## config.mk

```make
export PLATFORM = sky130hd
export DESIGN_NAME = mmio_uart_tx
export DESIGN_NICKNAME = d
export VERILOG_FILES = /design/src/rtl/mmio_uart_tx.sv
export SDC_FILE = /design/constraint.sdc
export NUM_CORES = 1
export LEC_CHECK = 0
export ABC_AREA = 1
export BUFFER_PORTS_ARGS = -buffer_cell sky130_fd_sc_hd__buf_4
export CAP_MARGIN = 20
export CORE_UTILIZATION = 30
export DETAILED_ROUTE_END_ITERATION = 7
export PLACE_DENSITY = 0.44
export SYNTH_ARGS = -nofsm -noshare
export SYNTH_HDL_FRONTEND = slang
export SYNTH_SLANG_ARGS = --single-unit
```

## constraint.sdc

```tcl
create_clock -name clk -period 6.36 [get_ports clk]
set_clock_uncertainty 0.2 [all_clocks]
set_input_delay 0.636 -clock clk [delete_from_list [all_inputs] [get_ports clk]]
set_output_delay 0.636 -clock clk [all_outputs]
set_load 0.02 [all_outputs]
```

## src/rtl/mmio_uart_tx.sv

```systemverilog
// mmio_uart_tx: memory-mapped 8N1 serial transmitter (LSB first) fed from CPU store traffic.
//
// Stores to BASE_ADDR queue rt_out[7:0] in a circular FIFO of 2**FIFO_AW entries.
// Loads from BASE_ADDR+4 return STATUS:
//   {24'b0, count[3:0], overflow, full, empty, tx_busy}
// Stores to BASE_ADDR+4 with rt_out[3]=1 clear the sticky overflow flag.
//
// Ports
//   clk       system clock, rising edge
//   rst       asynchronous active-low reset
//   Alu_ans   byte address (full 32-bit decode)
//   rt_out    store data, [7:0] used for TXDATA, [3] used for STATUS writes
//   MemWrite  store strobe
//   MemRead   load strobe
//   rd_data   combinational read data, zero unless a STATUS read hits
//   tx        registered serial line, idles high
//   tx_busy   high whenever the transmit FSM is not in IDLE
//
// state | meaning
// IDLE  | line high, waiting for a queued byte
// START | start bit (low) for CLK_DIV cycles
// DATA  | eight data bits, shift[0] on the line, LSB first
// STOP  | stop bit (high); last cycle chains straight into START if more data is queued
module mmio_uart_tx #(
  parameter logic [31:0] BASE_ADDR = 32'h0000_0100,
  parameter int          CLK_DIV   = 16,
  parameter int          FIFO_AW   = 3
) (
  input  logic        clk,
  input  logic        rst,
  input  logic [31:0] Alu_ans,
  input  logic [31:0] rt_out,
  input  logic        MemWrite,
  input  logic        MemRead,
  output logic [31:0] rd_data,
  output logic        tx,
  output logic        tx_busy
);

  localparam int             DEPTH     = 1 << FIFO_AW;
  localparam logic [FIFO_AW:0] DEPTH_C = {1'b1, {FIFO_AW{1'b0}}};
  localparam logic [15:0]    BCNT_LAST = 16'(CLK_DIV - 1);

  typedef enum logic [1:0] {IDLE, START, DATA, STOP} state_t;

  state_t              state, state_nxt;
  logic [15:0]         bcnt, bcnt_nxt;
  logic [2:0]          bitn, bitn_nxt;
  logic [7:0]          shift, shift_nxt;
  logic                tx_nxt;

  logic [7:0]          mem [DEPTH];
  logic [FIFO_AW-1:0]  wr_ptr, rd_ptr;
  logic [FIFO_AW:0]    count;
  logic                overflow;

  logic hit_tx, hit_st;
  logic push_req, push_ok, pop;
  logic fifo_empty, fifo_full;
  logic ovf_set, ovf_clr;
  logic bit_done;
  logic [3:0] count_field;

  assign hit_tx     = (Alu_ans == BASE_ADDR);
  assign hit_st     = (Alu_ans == BASE_ADDR + 32'd4);
  assign fifo_empty = (count == '0);
  assign fifo_full  = (count == DEPTH_C);
  assign bit_done   = (bcnt == BCNT_LAST);

  // A push into a full FIFO still fits when the FSM pops in the same cycle.
  assign push_req = MemWrite && hit_tx;
  assign push_ok  = push_req && (!fifo_full || pop);
  assign ovf_set  = push_req && !push_ok;
  assign ovf_clr  = MemWrite && hit_st && rt_out[3];

  always_comb begin
    state_nxt = state;
    bcnt_nxt  = bcnt;
    bitn_nxt  = bitn;
    shift_nxt = shift;
    pop       = 1'b0;
    case (state)
      IDLE: begin
        if (!fifo_empty) begin
          pop       = 1'b1;
          shift_nxt = mem[rd_ptr];
          bcnt_nxt  = '0;
          state_nxt = START;
        end
      end
      START: begin
        if (bit_done) begin
          bcnt_nxt  = '0;
          bitn_nxt  = '0;
          state_nxt = DATA;
        end else begin
          bcnt_nxt = bcnt + 16'd1;
        end
      end
      DATA: begin
        if (bit_done) begin
          bcnt_nxt  = '0;
          shift_nxt = shift >> 1;
          bitn_nxt  = bitn + 3'd1;
          if (bitn == 3'd7) state_nxt = STOP;
        end else begin
          bcnt_nxt = bcnt + 16'd1;
        end
      end
      STOP: begin
        if (bit_done) begin
          bcnt_nxt = '0;
          if (!fifo_empty) begin
            pop       = 1'b1;
            shift_nxt = mem[rd_ptr];
            state_nxt = START;
          end else begin
            state_nxt = IDLE;
          end
        end else begin
          bcnt_nxt = bcnt + 16'd1;
        end
      end
      default: state_nxt = IDLE;
    endcase

    // tx is registered from the next state so the line changes on the same edge as the FSM.
    case (state_nxt)
      START:   tx_nxt = 1'b0;
      DATA:    tx_nxt = shift_nxt[0];
      default: tx_nxt = 1'b1;
    endcase
  end

  always_ff @(posedge clk or negedge rst) begin
    if (!rst) begin
      state <= IDLE;
      bcnt  <= '0;
      bitn  <= '0;
      shift <= '0;
      tx    <= 1'b1;
    end else begin
      state <= state_nxt;
      bcnt  <= bcnt_nxt;
      bitn  <= bitn_nxt;
      shift <= shift_nxt;
      tx    <= tx_nxt;
    end
  end

  always_ff @(posedge clk or negedge rst) begin
    if (!rst) begin
      wr_ptr   <= '0;
      rd_ptr   <= '0;
      count    <= '0;
      overflow <= 1'b0;
    end else begin
      if (push_ok) wr_ptr <= wr_ptr + 1'b1;
      if (pop)     rd_ptr <= rd_ptr + 1'b1;
      case ({push_ok, pop})
        2'b10:   count <= count + 1'b1;
        2'b01:   count <= count - 1'b1;
        default: count <= count;
      endcase
      if (ovf_set)      overflow <= 1'b1;
      else if (ovf_clr) overflow <= 1'b0;
    end
  end

  // Storage needs no reset; the pointers define what is valid. When full, a push and a pop
  // share a slot: the pop reads the old byte combinationally before the edge writes the new one.
  always_ff @(posedge clk) begin
    if (push_ok) mem[wr_ptr] <= rt_out[7:0];
  end

  assign tx_busy     = (state != IDLE);
  assign count_field = 4'(count);
  assign rd_data     = (MemRead && hit_st) ?
                       {24'b0, count_field, overflow, fifo_full, fifo_empty, tx_busy} : 32'b0;

endmodule

```

; ---- Word-level counts from Yosys, hierarchy flattened
; Memories as Yosys holds them, arrays and structs flattened.
; Cells that the tools add are included.
[totals]
memories = 1
mem_bits_rw = 64
mem_bits_ro = 0
ff_bits = 41
output_inout_bits = 34
latch_bits = 0
[memory_table]
columns = memory, depth, width, read_ports, rd_clocked_by_memory_dff, wr, line
row1 = mem, 8, 8, 1, 0, 1, 52  ; logic [7:0] mem [DEPTH];
[op_classes]
n_shift = 0
div_mod_pow = 0
multipliers = 0
n_bitwise = 0
n_eq_ne = 16
addsub = 6
reduce_logical = 19
magnitude_cmp = 0
mux = 27
[ops]
columns = op, n
row1 = $eq A32 B9 Y1 const B, 2
row2 = $mux W16, 2
row3 = $mux W8, 4
row4 = $pmux W16 S2, 1
row5 = $pmux W8 S3, 1
row6 = $add A16 B1 Y16 const B, 1
row7 = $eq A16 B4 Y1 const B, 1
row8 = $mux W2, 5
row9 = $add A3 B1 Y3 const B, 3
row10 = $eq A2 B2 Y1 const B, 4
row11 = $ne A2 B2 Y1 const B, 4
row12 = $pmux W2 S4, 1
row13 = $pmux W4 S2, 1
row14 = $reduce_bool A2 Y1, 4
row15 = $mux W1, 7
row16 = $eq A2 B1 Y1 const B, 3
row17 = $logic_and A1 B1 Y1, 6
row18 = $mux W3, 2
row19 = $pmux W3 S2, 1
row20 = $reduce_and A3 Y1, 2
row21 = $add A4 B1 Y4 const B, 1
row22 = $eq A4 B4 Y1 const B, 1
row23 = $logic_not A4 Y1, 1
row24 = $pmux W1 S2, 2
row25 = 7 further kinds, 8

; ---- Depth between registers and ports, before layout
; Gate-level depths: netlist of run 1.
[depth]
word_depth = 9
mapped_depth = 18

; ---- Worst setup path after synthesis of run 1
; Ideal clock, no wire load.
[synth_timing]
path_type = in2reg
start = input Alu_ans[2]
end = memory mem[0][0], enable pin
required_time_ps = 5777
cell_stages = 8
setup_slack_ps = 3619
t_arrival_ps = 2158
setup_time_ps = 383
cell_sequence = or2_1 -> nor3_1 -> nand3b_1 -> nor2_2 -> nand2_4 -> inv_2 -> nand2_2 -> nor3_1
[synth_between]
elab_chain_len = 5
[synth_lines]
columns = item, line
row1 = from (decl), 31  ; input logic [31:0] Alu_ans,
row2 = $eq A32 B9 Y1, 64  ; assign hit_tx = (Alu_ans == BASE_ADDR);
row3 = $logic_and A1 B1 Y1, 71  ; assign push_req = MemWrite && hit_tx;
row4 = $logic_and A1 B1 Y1, 72  ; assign push_ok = push_req && (!fifo_full || pop);
row5 = $mux W1, 173  ; if (push_ok) mem[wr_ptr] <= rt_out[7:0];
row6 = $mux W1 (implied by the code), 173
row7 = to (decl), 52
; Every way passes these cells.

; ---- Worst setup path in the final report of run 1
[layout_timing]
start = register state[1]
end = memory mem[6][3], enable pin
[layout_between]
elab_chain_len = 6
[layout_lines]
columns = item, line
row1 = from (decl), 46  ; state_t state, state_nxt;
row2 = from (signal assigned), 143  ; state <= state_nxt;
row3 = $eq A2 B2 Y1 or $logic_not A2 Y1 (tied branches), 82  ; case (state)
row4 = $pmux W1 S2 *, 82
row5 = $logic_or A1 B1 Y1 *, 72
row6 = $logic_and A1 B1 Y1 *, 72
row7 = $mux W1 *, 173
row8 = $mux W1 (implied by the code) *, 173
; Every way passes the cells marked *; elsewhere a longest branch is shown, timed or not.

==> qor.yml, run 1 <==
worst_setup_path:
  path_class: "flop to flop"
  r2r_cells: 10
  path_depth: 10
  crit_slowest_cell: "nor3_2"
  critPathArrivalTime_ns: 3.00
  startpoint_type: "flop"
  path_buf_inv: 3
  crit_top_cell: "nand2_4"
  reg2reg_to: "mem[6][3]"
  path_delay_family: "simple AND/OR/NAND/NOR gates"
  r2r_slack_ns: 3.13
  slowest_delay_ns: 0.74
  end_kind: "flop"
  reg2reg_from: "state[1]"
  cp.required_ns: 6.14
  cp_max_fo: 11
  crit_chain: "inv_1 -> ha_1 -> inv_1 -> nand2_4 -> nand3_4 -> nand2_4 -> nand2_4 -> inv_2 -> nand2_2 -> nor3_2"
clock_network:
  post_cts_resized: 0
  clock-sinks: 105
  post-cts-setup-buffers: 0
  clk_path_buf_depth: 2
  cts-htree-levels: 3
  clk_latency_ns: 0.36
  cts-root-buf: "clkbuf_16"
  cts-hold-fix-buffers: 0
  cts_buffers: 9
  clkTransAtPathRegs_ns: 0.08
  cts_tree: "yes"
pwr:
  clockPowerShare: 0.423
  powerDensity_mw_per_mm2: 212.5
  irDropWorstVdd_uv: 125.4
  internal_power_mw: 1.023
  netSwitchingPower_uw: 311.7
  power.leakage_nw: 2.614
  sequentialPowerShare: 0.542
  combPwrFrac: 0.035
  p_sw_frac: 0.2335
timing:
  hold_viol: 0
  max_freq_ghz: 0.3099
  rsz0062_at_grt: "no"
  fin_crit_ns: 3.226
  drv_slew: 0
  setup_violations: 0
  relSlewSlack: 0.3414
  fin_crit_sh: 0.5073
  final.setup.tns_ns: 0
  worstMarginPinSlew_ns: 0.9879
finish:
  antennaDiodeCount: 0
  nets: 711
  mostFrequentLayoutCells: "nand2_1 (116), edfxtp_1 (64), nor2_1 (57)"
  final_common_cell: "nand2_1"
  layoutNonFillerInstCount: 859
  drive_above_1_share: 0.1703
  area_delta_synth_final_pct: 16.22
job:
  maxCapViolCount: 0
global_route:
  antenna_found_initial: 0
  grt_pass1_wl_microns: 19640
  grt_pass1_vias: 3856
  grt_util_all_layers: 0.1398
  grt_overflow: 0
  grt_max_degree: 42
worst_hold_path:
  hp-class: "input port to asynchronous set/reset pin"
detailed_routing:
  vias: 4012
  drtPass1Iterations: 4
  routed_wirelength_microns: 12090
  wl_per_cell_microns: 14.07
  route.detailed.drc: 0
  ant_nets: 0
  drtIter0Drc: 182
  vias_per_cell: 4.671
yosys:
  syn-instance-count: 577
  seq_area_frac_synth: 0.5455
  ys_seq_elements: 105
  synth.top_cell.area_share: 0.3555
  synth.area.top_cells: "edfxtp_1 (36%), dfrtp_1 (19%), nand2_1 (8.1%)"
  yosysUniqueCellTypes: 46
  synth_area_leader_cell: "edfxtp_1"
  synth_area_per_cell_sq_um: 9.370
  synth_warnings: 0
  syn_area_sq_mm: 0.005406
run_status:
  status: "finished clean"
placed_design:
  gp_congestion: 0.7508
  io_buffers: 53
  dpl.hpwl_microns: 8199
  dp.cells: 843
die:
  initial_utilization: 0.3093
  die_area_sq_mm: 0.01856
  row_count: 48
  fp.dieW_microns: 136.2
  die-height_microns: 136.2
  io_pins: 102
  core_area_sq_mm: 0.01748
layer usage:
layer,vias up,share of wire,track usage
met5,-,0,0
met4,0,0.0052,0.04259
met3,4,0.039,0.02349
met2,99,0.49,0.2394
met1,1910,0.46,0.1792
li1,1999,-,-
worst reg2reg max path: stages, from the launching register on:
cell,delay (ns)
dfrtp_1,0.46
inv_1,0.19
ha_1,0.34
inv_1,0.21
nand2_4,0.21
nand3_4,0.15
nand2_4,0.10
nand2_4,0.06
inv_2,0.10
nand2_2,0.09
nor3_2,0.74
cell families after synthesis:
group,share of synthesized area
simple gates,0.2178
flops,0.5455
buf+inv,0.08725
compound gates,0.1021
fa+ha+maj,0.03379
xor+xnor,0.01296
other cells,0.0006936
registers in the layout, summed over array words and instances (netlist names):
register and cells:
bitn 3, overflow 1, bcnt 16, tx 1
state 2, shift 8, count 4, rd_ptr 3
mem 64, wr_ptr 3
per-stage QoR:
stage / hold slack, ns / util / power [mW] / worst slack, ns / instance area (sq um)
2_1_floorplan: 0.1404 / - / 0.7659 / 3.619 / 5493
3_3_place_gp: 0.2636 / 0.3423 / 0.7853 / 3.108 / 5982
3_5_place_dp: 0.2760 / 0.3423 / 0.7863 / 3.067 / 5982
4_1_cts: 0.08904 / 0.3595 / 1.352 / 3.047 / 6284
5_1_grt: 0.1190 / 0.3595 / 1.380 / 2.920 / 6284
6_report: 0.06790 / 0.3595 / 1.335 / 3.134 / 6284
layout make-up:
type / instances / area [sq um]
inverter: 61 / 231.5
timing repair buffer: 55 / 412.9
tap: 225 / 281.5
multi-input combinational: 397 / 2107
fill: 1762 / 11190
clock inverter: 7 / 76.32
sequential: 105 / 2949
clock buffer: 9 / 225.2
synthesized netlist by cell type, drive strengths merged:
cell type / instances
nand2: 123
edfxtp: 64
nor2: 64
inv: 59
o21ai: 53
nand3: 47
dfrtp: 40
buf: 29
a21oi: 23
nor3: 14
ha: 13
o22ai: 10
clkbuf: 8
xor2: 7
a32o: 3
clkinv: 2
nand3b: 2
nand4: 2
nor4: 2
o32ai: 2
or2: 2
a211oi: 1
conb: 1
dfstp: 1
fa: 1
o211ai: 1
o31ai: 1
o41ai: 1
xnor2: 1
worst max-delay path by stage:
stage	from	to	slack, ns
final	state[1]	mem[6][3]	3.13
after detailed placement	state[1]	mem[6][5]	3.07
after floorplan	Alu_ans[2]	mem[0][0]	3.62
after global routing	state[1]	mem[4][1]	2.92
after global placement	state[1]	mem[6][1]	3.11
after CTS	state[1]	mem[6][6]	3.05
power by group through the flow:
stage	sequential (mW)	combinational, mW	clock, mW
3_5_place_dp	0.738	0.0480	0
2_1_floorplan	0.739	0.0273	0
5_1_grt	0.723	0.0535	0.603
4_1_cts	0.723	0.0481	0.581
6_report	0.723	0.0473	0.564
3_3_place_gp	0.738	0.0470	0
Power figures use the tool's default switching activity.
==> run 2, diff against run 1 <==
--- a/config.mk
+++ b/config.mk
@@ -5,12 +5,12 @@
 export SDC_FILE = /design/constraint.sdc
 export NUM_CORES = 1
 export LEC_CHECK = 0
-export ABC_AREA = 1
+export ABC_AREA = 0
 export BUFFER_PORTS_ARGS = -buffer_cell sky130_fd_sc_hd__buf_4
 export CAP_MARGIN = 20
 export CORE_UTILIZATION = 30
 export DETAILED_ROUTE_END_ITERATION = 7
-export PLACE_DENSITY = 0.44
+export PLACE_DENSITY = 0.45
 export SYNTH_ARGS = -nofsm -noshare
 export SYNTH_HDL_FRONTEND = slang
 export SYNTH_SLANG_ARGS = --single-unit
==> constraint.sdc (replaced) <==
create_clock -name clk -period 3.3 [get_ports clk]
set_clock_uncertainty 0.2 [all_clocks]
set_input_delay 0.33 -clock clk [delete_from_list [all_inputs] [get_ports clk]]
set_output_delay 0.33 -clock clk [all_outputs]
set_load 0.02 [all_outputs]
==> run 2 against run 1 <==
Against the previous run:
- cell count fell by 18%
- power grew 96%
- sequential share of layout area is 0.39 points higher
- global-route usage fell by 0.93 points
- clock power up 100%
- register-to-register slack got worse by 2.7 ns
- die area shrank 4.2%
==> qor.yml, run 2 <==
yosys:
  yosysUniqueCellTypes: 54
  ys.flop_type: "edfxtp_1"
  synth_common_cells: "edfxtp_1 (64), dfrtp_1 (40), nand2_1 (32)"
  synth_area_leader_cell: "edfxtp_1"
  ys_seq_elements: 105
  syn_area_sq_mm: 0.005179
  async_flop_share: 0.3905
  synth_warnings: 0
  synth-edff-count: 64
  synth_most_common_cell: "edfxtp_1"
  synth.area.top_cells: "edfxtp_1 (37%), dfrtp_1 (19%), mux4_2 (7.0%)"
  syn-instance-count: 401
  synth_area_per_cell_sq_um: 12.91
  synth.top_cell.area_share: 0.3711
  seq_area_frac_synth: 0.5695
timing:
  hold_viol: 0
  worstMarginPinSlew_ns: 0.7212
  setup_violations: 0
  drv_slew: 0
  relSlewSlack: 0.5174
  rsz0062_at_grt: "no"
  max_freq_ghz: 0.3545
  final.setup.tns_ns: 0
  fin_crit_ns: 2.821
  hold_slack_ns: 0.02346
  layout_setup_ws_ns: 0.4788
  fin_crit_sh: 0.8549
detailed_routing:
  drtPass1Iterations: 4
  vias_per_cell: 4.704
  topRoutingLayerUsed: "met4"
  ant_nets: 0
  wl_met1_microns: 5140
  wl_per_cell_microns: 15.52
  wl_met2_microns: 5364
  vias: 3302
  route.detailed.drc: 0
  routed_wirelength_microns: 10890
  drtIter0Drc: 139
  wl_met3_microns: 260
finish:
  area_delta_synth_final_pct: 20.34
  nets: 559
  final_common_cell: "buf_4"
  drive_above_1_share: 0.2469
  fin_util: 0.3732
  fillers: 1654
  top_register: "mem"
  reg.largest.list: "mem: 64 flops, bcnt: 16 flops, shift: 8 flops"
  mostFrequentLayoutCells: "buf_4 (69), edfxtp_1 (64), dfrtp_1 (40)"
  antennaDiodeCount: 0
  layoutNonFillerInstCount: 702
  ff_latch_area_sq_mm: 0.002949
  largest_reg_flops: 64
  design_area_sq_mm: 0.006232
  multiInputGateArea_sq_mm: 0.002054
job:
  maxCapViolCount: 0
global_route:
  antenna_found_initial: 0
  grt_max_degree: 42
  grt_pass1_vias: 3273
  grt_util_all_layers: 0.1305
  grt_pass1_wl_microns: 17580
  grt_overflow: 0
placed_design:
  io_buffers: 53
  dp.cells: 678
  gp_congestion: 0.7575
  dpl.hpwl_microns: 7446
  pre_cts_slack_ns: 0.4854
  place_area_sq_mm: 0.005831
die:
  fp.dieW_microns: 133.4
  row_count: 47
  initial_utilization: 0.3101
  io_pins: 102
  core_area_sq_mm: 0.01670
  die_area_sq_mm: 0.01779
  die-height_microns: 133.4
clock_network:
  clk_latency_ns: 0.36
  clock-sinks: 105
  clkTransAtPathRegs_ns: 0.08
  cts-root-buf: "clkbuf_16"
  clk_path_buf_depth: 2
  cts-htree-levels: 3
  cts_buffers: 9
  post-cts-setup-buffers: 0
  post_cts_resized: 0
  cts_tree: "yes"
worst_setup_path:
  path_class: "flop to flop"
  cp.required_ns: 3.16
  critPathArrivalTime_ns: 2.68
  cp_max_fo: 7
  reg2reg_from: "bcnt[9]"
  cp-startpoint: "bcnt[9]"
  startpoint_type: "flop"
  end_kind: "flop"
pwr:
  irDropWorstVdd_uv: 291.7
  power.leakage_nw: 2.448
  power_mw: 2.618
  powerDensity_mw_per_mm2: 420.1
worst_hold_path:
  hp-class: "input port to flop"
  hp-start: "rt_out[7]"
run_status:
  status: "finished clean"
## run 2: changes by cell type after synthesis, moves of 6 or more
| cell | previous run | this run |
|---|---|---|
| a22oi_1 | 0 | 7 |
| inv_1 | 53 | 9 |
| mux2i_1 | 0 | 9 |
| nor4_1 | 1 | 8 |
| o22ai_1 | 10 | 1 |
| nor2_1 | 57 | 30 |
| o21ai_0 | 40 | 22 |
| nand3_1 | 45 | 6 |
| and3_1 | 0 | 11 |
| xnor2_1 | 1 | 7 |
| nand2_1 | 116 | 32 |
| mux4_2 | 0 | 16 |
| a21oi_1 | 23 | 12 |
## run 2: report_power, final
group / leakage, nW / internal, mW / switching, mW / total (mW)
combinational: 1.19 / 0.0402 / 0.0544 / 0.0946
sequential: 1.11 / 1.39 / 0.00000000143 / 1.39
clock: 0.156 / 0.559 / 0.570 / 1.13
total: 2.45 / 1.99 / 0.624 / 2.62
## run 2: final timing paths
path                              to  slack, ns  cells after the start
setup / recovery           mem[1][2]       0.48                      6
hold / removal             mem[2][7]       0.02                      1
setup reg to reg           mem[1][2]       0.48                      6
hold reg to reg              bitn[1]       0.31                      1
max in group asynchronous   count[3]       2.21                      2
min in group asynchronous    bcnt[7]       0.31                      2
## run 2: critical path, stage by stage (launching register included)
cell,delay (ns)
dfrtp_1,0.47
nor4_4,0.42
a41oi_4,0.24
o21bai_1,0.37
nand4_1,0.25
nor3_1,0.31
buf_4,0.26
## run 2: final cells by class
type,count,share of cell area
Sequential cell,105,0.4732
Multi-Input combinational cell,275,0.3297
Tap cell,220,0.04417
Clock buffer,9,0.03614
Inverter,9,0.005421
Clock inverter,7,0.01546
Timing Repair Buffer,77,0.09596
## run 2: cell families after synthesis
| kind of cell | count (synthesis) | synth area share |
|---|---|---|
| xor gates and xnor gates | 10 | 0.01691 |
| muxes | 30 | 0.09857 |
| other | 1 | 0.0007241 |
| adders and majority gates | 14 | 0.03528 |
| and+or+nand+nor | 127 | 0.1384 |
| DFF | 105 | 0.5695 |
| AOI/OAI and AO/OA | 70 | 0.09012 |
| buffers and inverters | 44 | 0.05050 |
## run 2: metal layers
layer  global-route usage  up-vias
li1                     -     1616
met1               0.1656     1631
met2               0.2196       46
met3              0.03158        9
met4              0.03977        0
met5                    0        -
## run 2: repair_timing
action / 4_1_cts / 5_1_grt
hold buffers: 8 / 0
endpoints found under the setup margin: 0 / 0
hold endpoints to repair: 88 / 0
